**src/rtl/dmem_arbiter.sv**
```systemverilog
// dmem_arbiter: round-robin arbiter sharing one data-memory slave port
// between NUM_MASTERS requesters, with routing for the single outstanding read.
// Optional build macro DMEM_ARB_PERF_EN adds per-master grant counters and
// a global stall counter (saturating, 32-bit).
module dmem_arbiter #(
   parameter int NUM_MASTERS = 2,
   parameter int WORD_WIDTH  = 32,
   parameter int ADDR_WIDTH  = WORD_WIDTH,
   parameter int DATA_WIDTH  = WORD_WIDTH
) (
   input  logic                                  clk,
   input  logic                                  rst,
   input  logic [NUM_MASTERS-1:0]                m_req_i,
   input  logic [NUM_MASTERS*ADDR_WIDTH-1:0]     m_addr_i,
   input  logic [NUM_MASTERS-1:0]                m_we_i,
   input  logic [NUM_MASTERS*(DATA_WIDTH/8)-1:0] m_be_i,
   input  logic [NUM_MASTERS*DATA_WIDTH-1:0]     m_wdata_i,
   output logic [NUM_MASTERS-1:0]                m_gnt_o,
   output logic [NUM_MASTERS-1:0]                m_rvalid_o,
   output logic [DATA_WIDTH-1:0]                 m_rdata_o,
   output logic                                  mem_req_o,
   output logic [ADDR_WIDTH-1:0]                 mem_addr_o,
   output logic                                  mem_we_o,
   output logic [DATA_WIDTH/8-1:0]               mem_be_o,
   output logic [DATA_WIDTH-1:0]                 mem_wdata_o,
   input  logic                                  mem_gnt_i,
   input  logic                                  mem_rvalid_i,
   input  logic [DATA_WIDTH-1:0]                 mem_rdata_i
`ifdef DMEM_ARB_PERF_EN
  ,output logic [NUM_MASTERS*32-1:0]             perf_grant_cnt_o
  ,output logic [31:0]                           perf_stall_cnt_o
`endif
);

   localparam int BE_W  = DATA_WIDTH/8;
   localparam int IDX_W = (NUM_MASTERS > 1) ? $clog2(NUM_MASTERS) : 1;

   typedef logic [IDX_W-1:0] idx_t;
   typedef logic [IDX_W:0]   cand_t;
   typedef enum logic {IDLE, WAIT_RD} state_e;

   state_e state_q, state_d;
   idx_t   rr_ptr_q, rr_ptr_d;
   idx_t   owner_q, owner_d;

   idx_t   sel;
   logic   found;
   cand_t  cand;
   cand_t  nxt;
   logic   arb_en;
   logic   grant;

   // Arbitration is open in IDLE and also in the cycle the pending read
   // returns, which gives zero-bubble read-after-read. Held closed in reset.
   assign arb_en = ~rst & ((state_q == IDLE) | mem_rvalid_i);
   assign grant  = mem_req_o & mem_gnt_i;

   // Rotating search: first requester at or above rr_ptr, wrapping.
   always_comb begin
      found = 1'b0;
      sel   = '0;
      cand  = '0;
      for (int k = 0; k < NUM_MASTERS; k++) begin
         cand = {1'b0, rr_ptr_q} + cand_t'(k);
         if (cand >= cand_t'(NUM_MASTERS)) cand = cand - cand_t'(NUM_MASTERS);
         if (!found && m_req_i[cand[IDX_W-1:0]]) begin
            found = 1'b1;
            sel   = cand[IDX_W-1:0];
         end
      end
   end

   // Memory-side mux and master-side grant/read-valid decode.
   always_comb begin
      mem_req_o   = arb_en & found;
      mem_addr_o  = '0;
      mem_we_o    = 1'b0;
      mem_be_o    = '0;
      mem_wdata_o = '0;
      m_gnt_o     = '0;
      m_rvalid_o  = '0;
      m_rdata_o   = rst ? '0 : mem_rdata_i;
      if (mem_req_o) begin
         mem_addr_o  = m_addr_i[sel*ADDR_WIDTH +: ADDR_WIDTH];
         mem_we_o    = m_we_i[sel];
         mem_be_o    = m_be_i[sel*BE_W +: BE_W];
         mem_wdata_o = m_wdata_i[sel*DATA_WIDTH +: DATA_WIDTH];
      end
      if (grant) m_gnt_o[sel] = 1'b1;
      // A returning read is only honoured when one is actually outstanding;
      // anything arriving in IDLE is spurious (e.g. from before a reset).
      if (!rst && state_q == WAIT_RD && mem_rvalid_i) m_rvalid_o[owner_q] = 1'b1;
   end

   // Next-state: pointer advance on grant, read ownership capture.
   always_comb begin
      state_d  = state_q;
      rr_ptr_d = rr_ptr_q;
      owner_d  = owner_q;
      nxt      = {1'b0, sel} + cand_t'(1);
      if (state_q == WAIT_RD && mem_rvalid_i) state_d = IDLE;
      if (grant) begin
         rr_ptr_d = (nxt == cand_t'(NUM_MASTERS)) ? '0 : nxt[IDX_W-1:0];
         if (!mem_we_o) begin
            owner_d = sel;
            state_d = WAIT_RD;
         end
      end
   end

   // State, pointer and owner registers.
   always_ff @(posedge clk or posedge rst) begin
      if (rst) begin
         state_q  <= IDLE;
         rr_ptr_q <= '0;
         owner_q  <= '0;
      end else begin
         state_q  <= state_d;
         rr_ptr_q <= rr_ptr_d;
         owner_q  <= owner_d;
      end
   end

`ifdef DMEM_ARB_PERF_EN
   logic [NUM_MASTERS-1:0][31:0] grant_cnt_q;
   logic [31:0]                  stall_cnt_q;

   // Saturating per-master grant counters and requester-stall counter.
   always_ff @(posedge clk or posedge rst) begin
      if (rst) begin
         grant_cnt_q <= '0;
         stall_cnt_q <= '0;
      end else begin
         for (int i = 0; i < NUM_MASTERS; i++) begin
            if (m_gnt_o[i] && grant_cnt_q[i] != 32'hFFFF_FFFF)
               grant_cnt_q[i] <= grant_cnt_q[i] + 32'd1;
         end
         if ((|m_req_i) && !(|m_gnt_o) && stall_cnt_q != 32'hFFFF_FFFF)
            stall_cnt_q <= stall_cnt_q + 32'd1;
      end
   end

   assign perf_grant_cnt_o = grant_cnt_q;
   assign perf_stall_cnt_o = stall_cnt_q;
`endif

endmodule

```
**config.mk**
```make
export PLATFORM = sky130hd
export DESIGN_NAME = dmem_arbiter
export DESIGN_NICKNAME = d
export VERILOG_FILES = /design/src/rtl/dmem_arbiter.sv
export SDC_FILE = /design/constraint.sdc
export NUM_CORES = 1
export LEC_CHECK = 0
export CORE_AREA = 2 2 108 110
export DETAILED_ROUTE_END_ITERATION = 16
export DIE_AREA = 0 0 110 112
export DONT_BUFFER_PORTS = 1
export PLACE_DENSITY = 0.3
export SYNTH_ARGS = -nofsm -noshare
export SYNTH_HDL_FRONTEND = slang
export SYNTH_SLANG_ARGS = --single-unit
```
**constraint.sdc**
```tcl
create_clock -name clk -period 3.5 [get_ports clk]
set_input_delay 0.35 -clock clk [delete_from_list [all_inputs] [get_ports clk]]
set_output_delay 0.35 -clock clk [all_outputs]
set_load 0.1 [all_outputs]
```
==> impl_metrics.py <==
metrics = {
    "run_status": {
        "run_status": "complete, no violations",
    },
    "detailed_routing": {
        "drt-pass1-iter-count": 4,
        "first_iter_violations": 109,
        "route.vias.total": 2427,
        "drc": 0,
        "vias_per_cell": 4.984,
        "totalWireLength_um": 8038,
        "route.antenna.remaining_nets": 0,
        "drt-wirelength-per-cell_um": 16.51,
    },
    "synth": {
        "net_count_synth": 480,
        "synth_enable_flop_cells": 0,
        "postSynth.topFlopCell": "sky130_fd_sc_hd__dfrtp_1",
        "ys_ff_latch": 3,
        "synth_top_cells_by_area": "sky130_fd_sc_hd__nand3b_1 29%, sky130_fd_sc_hd__a21oi_1 19%, sky130_fd_sc_hd__o21ai_0 19%, sky130_fd_sc_hd__nor2b_1 12%, sky130_fd_sc_hd__clkbuf_1 6.9%",
        "synth.largest_area_cell": "sky130_fd_sc_hd__nand3b_1",
        "ys_top_cells_by_count": "70 x sky130_fd_sc_hd__nand3b_1, 69 x sky130_fd_sc_hd__a21oi_1, 69 x sky130_fd_sc_hd__o21ai_0, 35 x sky130_fd_sc_hd__nor2b_1, 33 x sky130_fd_sc_hd__clkbuf_1",
        "post_synth.cell_area_avg_um2": 5.881,
        "sequential_cell_area_fraction_in_the_yosys_report_pct": 4.199,
        "synth.most_common_cell": "sky130_fd_sc_hd__nand3b_1",
        "synth_top_area_share_pct": 29.39,
        "synth-async-reset-ratio_pct": 100.0,
        "postSynthCellCount": 304,
        "synth_area_um2": 1788,
        "synthDistinctLibCells": 22,
        "synth_warnings": 0,
    },
    "setup_path": {
        "start_kind": "register",
        "reg2reg_from": "rr_ptr_q",
        "worstPathRequired_ns": 3.15,
        "rr_worst_depth": 4,
        "path_depth": 5,
        "crit_path_buffers_inverters": 2,
        "cp_cell_sequence": "nor2b_4 > buf_12 > o21ai_0 > a21oi_2 > buf_4",
        "timing.reg2reg.setup_slack_ns": 1.54,
        "worstSetupEndpointType": "primary output",
        "timing.setup.critical_path_class": "register to primary output",
        "kind_of_cell_adding_the_most_delay_to_the_critical_path": "simple AND/OR/NAND/NOR gates",
        "library_cell_contributing_the_largest_single_delay_on_the_critical_path": "sky130_fd_sc_hd__nor2b_4",
        "crit_arrival_ns": 2.26,
        "worst_path_largest_cell_delay_ns": 0.63,
        "startpoint": "rr_ptr_q",
        "r2r-end": "state_q",
        "cp_max_fo": 72,
    },
    "power": {
        "power-per-cell-area_nw_per_um2": 439.1,
        "max-vdd-ir-drop_mv": 0.2160,
        "total_leakage_power_nw": 0.9565,
    },
    "clock_network": {
        "clkLatencyLatePin_ns": 0.22,
        "cts_buffers": 3,
        "clock_tree.buffer_depth": 2,
        "clock-root-buffer": "sky130_fd_sc_hd__clkbuf_16",
        "clock_sink_count": 3,
        "postCtsResizedCells": 0,
        "htree_num_levels": 1,
        "cts_tree": "done",
        "clock_pin_transition_on_the_worst_setup_and_hold_timing_paths_ns": 0.03,
        "post-cts-setup-buffer-count": 0,
        "cts_hold_buffers": 1,
    },
    "sta": {
        "fin_crit_sh_pct": 74.58,
        "tns_ns": 0,
        "setup_repair_after_global_routing_missed_its_margin": "false",
        "timing.final.max_slew_violations": 0,
        "final_hold_viol_count": 0,
        "timing.fmax_ghz": 0.3831,
        "setup_clock_skew_after_layout_ns": 0.001232,
        "final_critical_period_ns": 2.610,
        "max-slew-margin-rel_pct": 27.86,
        "worstMarginPinSlew_ns": 1.077,
        "timing.final.setup_violations": 0,
    },
    "final_layout": {
        "layout-drive-gt1-share_pct": 54.94,
        "seqCellArea_um2": 75.07,
        "fin_nets": 521,
        "finish.utilization_pct": 25.79,
        "multi_input_comb_area_um2": 1889,
        "antenna_cells_inserted": 0,
        "post_layout_nonfiller_instances": 487,
        "syn_to_final_growth_pct": 61.16,
        "fillCellCount": 1229,
    },
    "global_route": {
        "total_track_usage_pct": 11.12,
        "antenna_found_initial": 1,
        "gr-total-overflow": 0,
        "grt_start_max_net_pins": 74,
        "grt_first_pass_wirelength_um": 11120,
        "vias_in_the_first_global_route": 2239,
    },
    "hold_path": {
        "holdCritStartpoint": "m_we_i[1]",
        "hold_end": "owner_q",
        "depth_of_the_worst_hold_timing_path": 1,
        "worst_hold_path_type": "input port to register",
    },
    "placement": {
        "dp.cells": 482,
        "dp_hpwl_um": 5948,
        "placer_s_final_routability_congestion_estimate": 0.7476,
        "port_buffers": 0,
    },
    "run": {
        "max_cap_violations": 0,
    },
    "floorplan": {
        "design.core.area_um2": 11170,
        "row_count": 39,
        "design.die.area_um2": 12320,
        "ios": 282,
        "die_height_um": 112,
        "dieWidth_um": 110,
        "starting_density_pct": 16.00,
    },
}
area by class of cell:
cell class	count	share of cell area, %
Clock buffer	4	2.736
Sequential cell	3	2.605
Timing Repair Buffer	78	22.49
Multi-Input combinational cell	256	65.57
Inverter	3	0.3908
Tap cell	143	6.209
per-layer routing:
layer  routed length, µm  GRT usage [%]  vias to the layer above
met5                   0              0                        -
met4                  97          2.616                        0
met3                 658          1.230                        9
met2                4354          21.60                      152
met1                2928          12.52                     1097
li1                    -              -                     1169
cells in the final DEF, fill, tap and decap left out, types with 2 or more instances in the layout:
| master | netlist | routed |
|---|---|---|
| sky130_fd_sc_hd__nor2b_2 | 0 | 33 |
| sky130_fd_sc_hd__buf_12 | 0 | 2 |
| sky130_fd_sc_hd__clkbuf_16 | 0 | 5 |
| sky130_fd_sc_hd__inv_1 | 2 | 2 |
| sky130_fd_sc_hd__dfrtp_1 | 3 | 3 |
| sky130_fd_sc_hd__nand2b_1 | 2 | 2 |
| sky130_fd_sc_hd__o21ai_0 | 69 | 69 |
| sky130_fd_sc_hd__a21oi_2 | 0 | 69 |
| sky130_fd_sc_hd__nand3b_1 | 70 | 70 |
| sky130_fd_sc_hd__buf_4 | 1 | 73 |
registers in the layout, summed over array words and instances, names as in the netlist:
register,count
owner_q,1
rr_ptr_q,1
state_q,1
worst max path at each step:
stage	to	slack (ns)
after floorplan	m_rvalid_o[1]	0.17
after global placement	mem_we_o	1.11
after detailed placement	mem_we_o	1.09
after CTS	mem_we_o	0.85
after global routing	mem_wdata_o[9]	0.71
final	mem_we_o	0.89
power by group:
part	switching, mW	leakage [nW]	total [mW]	internal, mW
sequential	0.00502	0.0340	0.0457	0.0406
combinational	0.817	0.884	1.04	0.220
clock	0.0327	0.0382	0.183	0.150
cells by family after synthesis:
logic type             share of synthesized area (%)
buffers and inverters                          10.64
muxes                                         0.6298
and+or+nand+nor                                44.37
DFF                                            4.199
AOI/OAI and AO/OA                              40.17
stage by stage:
step	total power, mW	area (µm²)	hold slack [ns]	setup slack, ns
floorplan	0.9114	1788	0.4800	0.1741
global placement	1.084	2793	0.1167	1.112
detailed placement	1.087	2793	0.1146	1.092
CTS	1.275	2882	0.2818	0.8462
global route	1.315	2882	0.2855	0.7125
finish	1.265	2882	0.2857	0.8896
(Power assumes the default switching activity.)
==> patch, RTL diff (same settings) <==
The parameter `NUM_MASTERS` goes from 2 to 1.
--- a/src/rtl/dmem_arbiter.sv
+++ b/src/rtl/dmem_arbiter.sv
@@ -5,3 +5,3 @@
 module dmem_arbiter #(
-   parameter int NUM_MASTERS = 2,
+   parameter int NUM_MASTERS = 1,
    parameter int WORD_WIDTH  = 32,
Ports: changed (7 resized); port bits go from 282 to 210. No check against the original RTL was run, so the function may have changed too.
==> patch against the original RTL <==
  * Synthesized area fell by 25%
  * Total power shrank 52%
  * Sequential share of layout area is 1.5 points lower
  * Cell area fell by 20%
  * Routed wire length is 37% lower
  * Setup slack improved by 0.27 ns
  * Critical path depth is 3 lower
  * Sequential cell count shrank 2
  * Largest power group unchanged
==> patch: results (changes against the original RTL) <==
stage	metric	value	unit	change
setup_path	timing.rr.start	state_q		
placed_design	gp_congestion	0.739		-1.1%
finish	fill_cells	1194		-2.8%
clocking	clk_pin_slew	0	ns	-0.03 ns
finish	drive_gt1_share	97.1	%	+42 points
sta	tightest_slew	1.10	ns	+0.0196 ns
power	p_leak	0.000768	µW	-20%
grt	use_met3	1.58	%	+0.35 points
setup_path	arrival	1.99	ns	-0.27 ns
route	viasPerCell	3.77		-24%
placed_design	placed_area	0.00232	mm²	-17%
clocking	insertion_delay	0	ns	-0.22 ns
yosys	synthTopCellsByArea	nor3b_2, nor2b_1, buf_12		
grt	gr-usage-all-layers	6.81	%	-4.3 points
finish	stdcell_count	314		-36%
finish	top_regs	state_q x1		
setup_path	crit_slowest_cell	nor3b_4		
sta	hold_slack	0.0990	ns	-0.187 ns
grt	global_route.usage.met1	6.94	%	-5.6 points
finish	postLayoutCoreUtil	20.7	%	-5.0 points
grt	grt_pass1_vias	1128		-50%
finish	finalNetCount	279		-46%
yosys	syn-num-nets	235		-51%
grt	antenna_found_initial	0		-1
grt	grt_pass1_wl	6690	µm	-40%
route	dr.pass1.iters	3		-1
route	dr_wl_met2	2670	µm	-39%
power	peakVddDrop	0.102	mV	-53%
setup_path	r2r_cells	3		-1
grt	use_met2	14.3	%	-7.3 points
setup_path	r2r_setup_slack	1.99	ns	+0.45 ns
route	drtIter0Drc	59		-46%
yosys	synth_compound_area_share	0.743	%	-39 points
grt	grt_max_degree	43		-42%
route	wl_met1	1610	µm	-45%
placed_design	post-place-ws	1.12	ns	+0.0304 ns
yosys	yosys-mux-area-fraction	0	%	-0.63 points
run_status	status	completed		
route	wl_per_cell	16.0	µm	-2.9%
setup_path	cp-startpoint	rst		
==> patch: cell types whose count changed in the layout (fill, tap and decap cells not counted), sizes merged, moves of 4 or more <==
cell    unedited run  this run
nand3b            70         0
a21oi             69         0
o21ai             69         0
nor3b              1        68
buf               75        61
clkbuf             6         0
nor2b             35        31
==> patch: worst max-delay path by stage <==
stage	end	slack [ns]	cells past startpoint
finish	mem_be_o[3]	1.16	2
global route	mem_addr_o[7]	1.10	4
CTS	mem_we_o	1.12	4
detailed placement	mem_we_o	1.12	4
global placement	mem_we_o	1.14	4
floorplan	mem_req_o	1.07	4
==> patch: where the power goes <==
part           leakage, µW  switching, µW  internal (µW)  total (µW)
clock network            0              0              0           0
logic             0.000755            478            121         599
registers        0.0000135          0.295           12.4        12.7
==> patch: area by class of cell <==
cell class / instances / area share, %
multi-input combinational: 107 / 70.6
timing repair buffer: 61 / 20.3
tap: 143 / 7.72
sequential: 1 / 1.08
inverter: 2 / 0.324
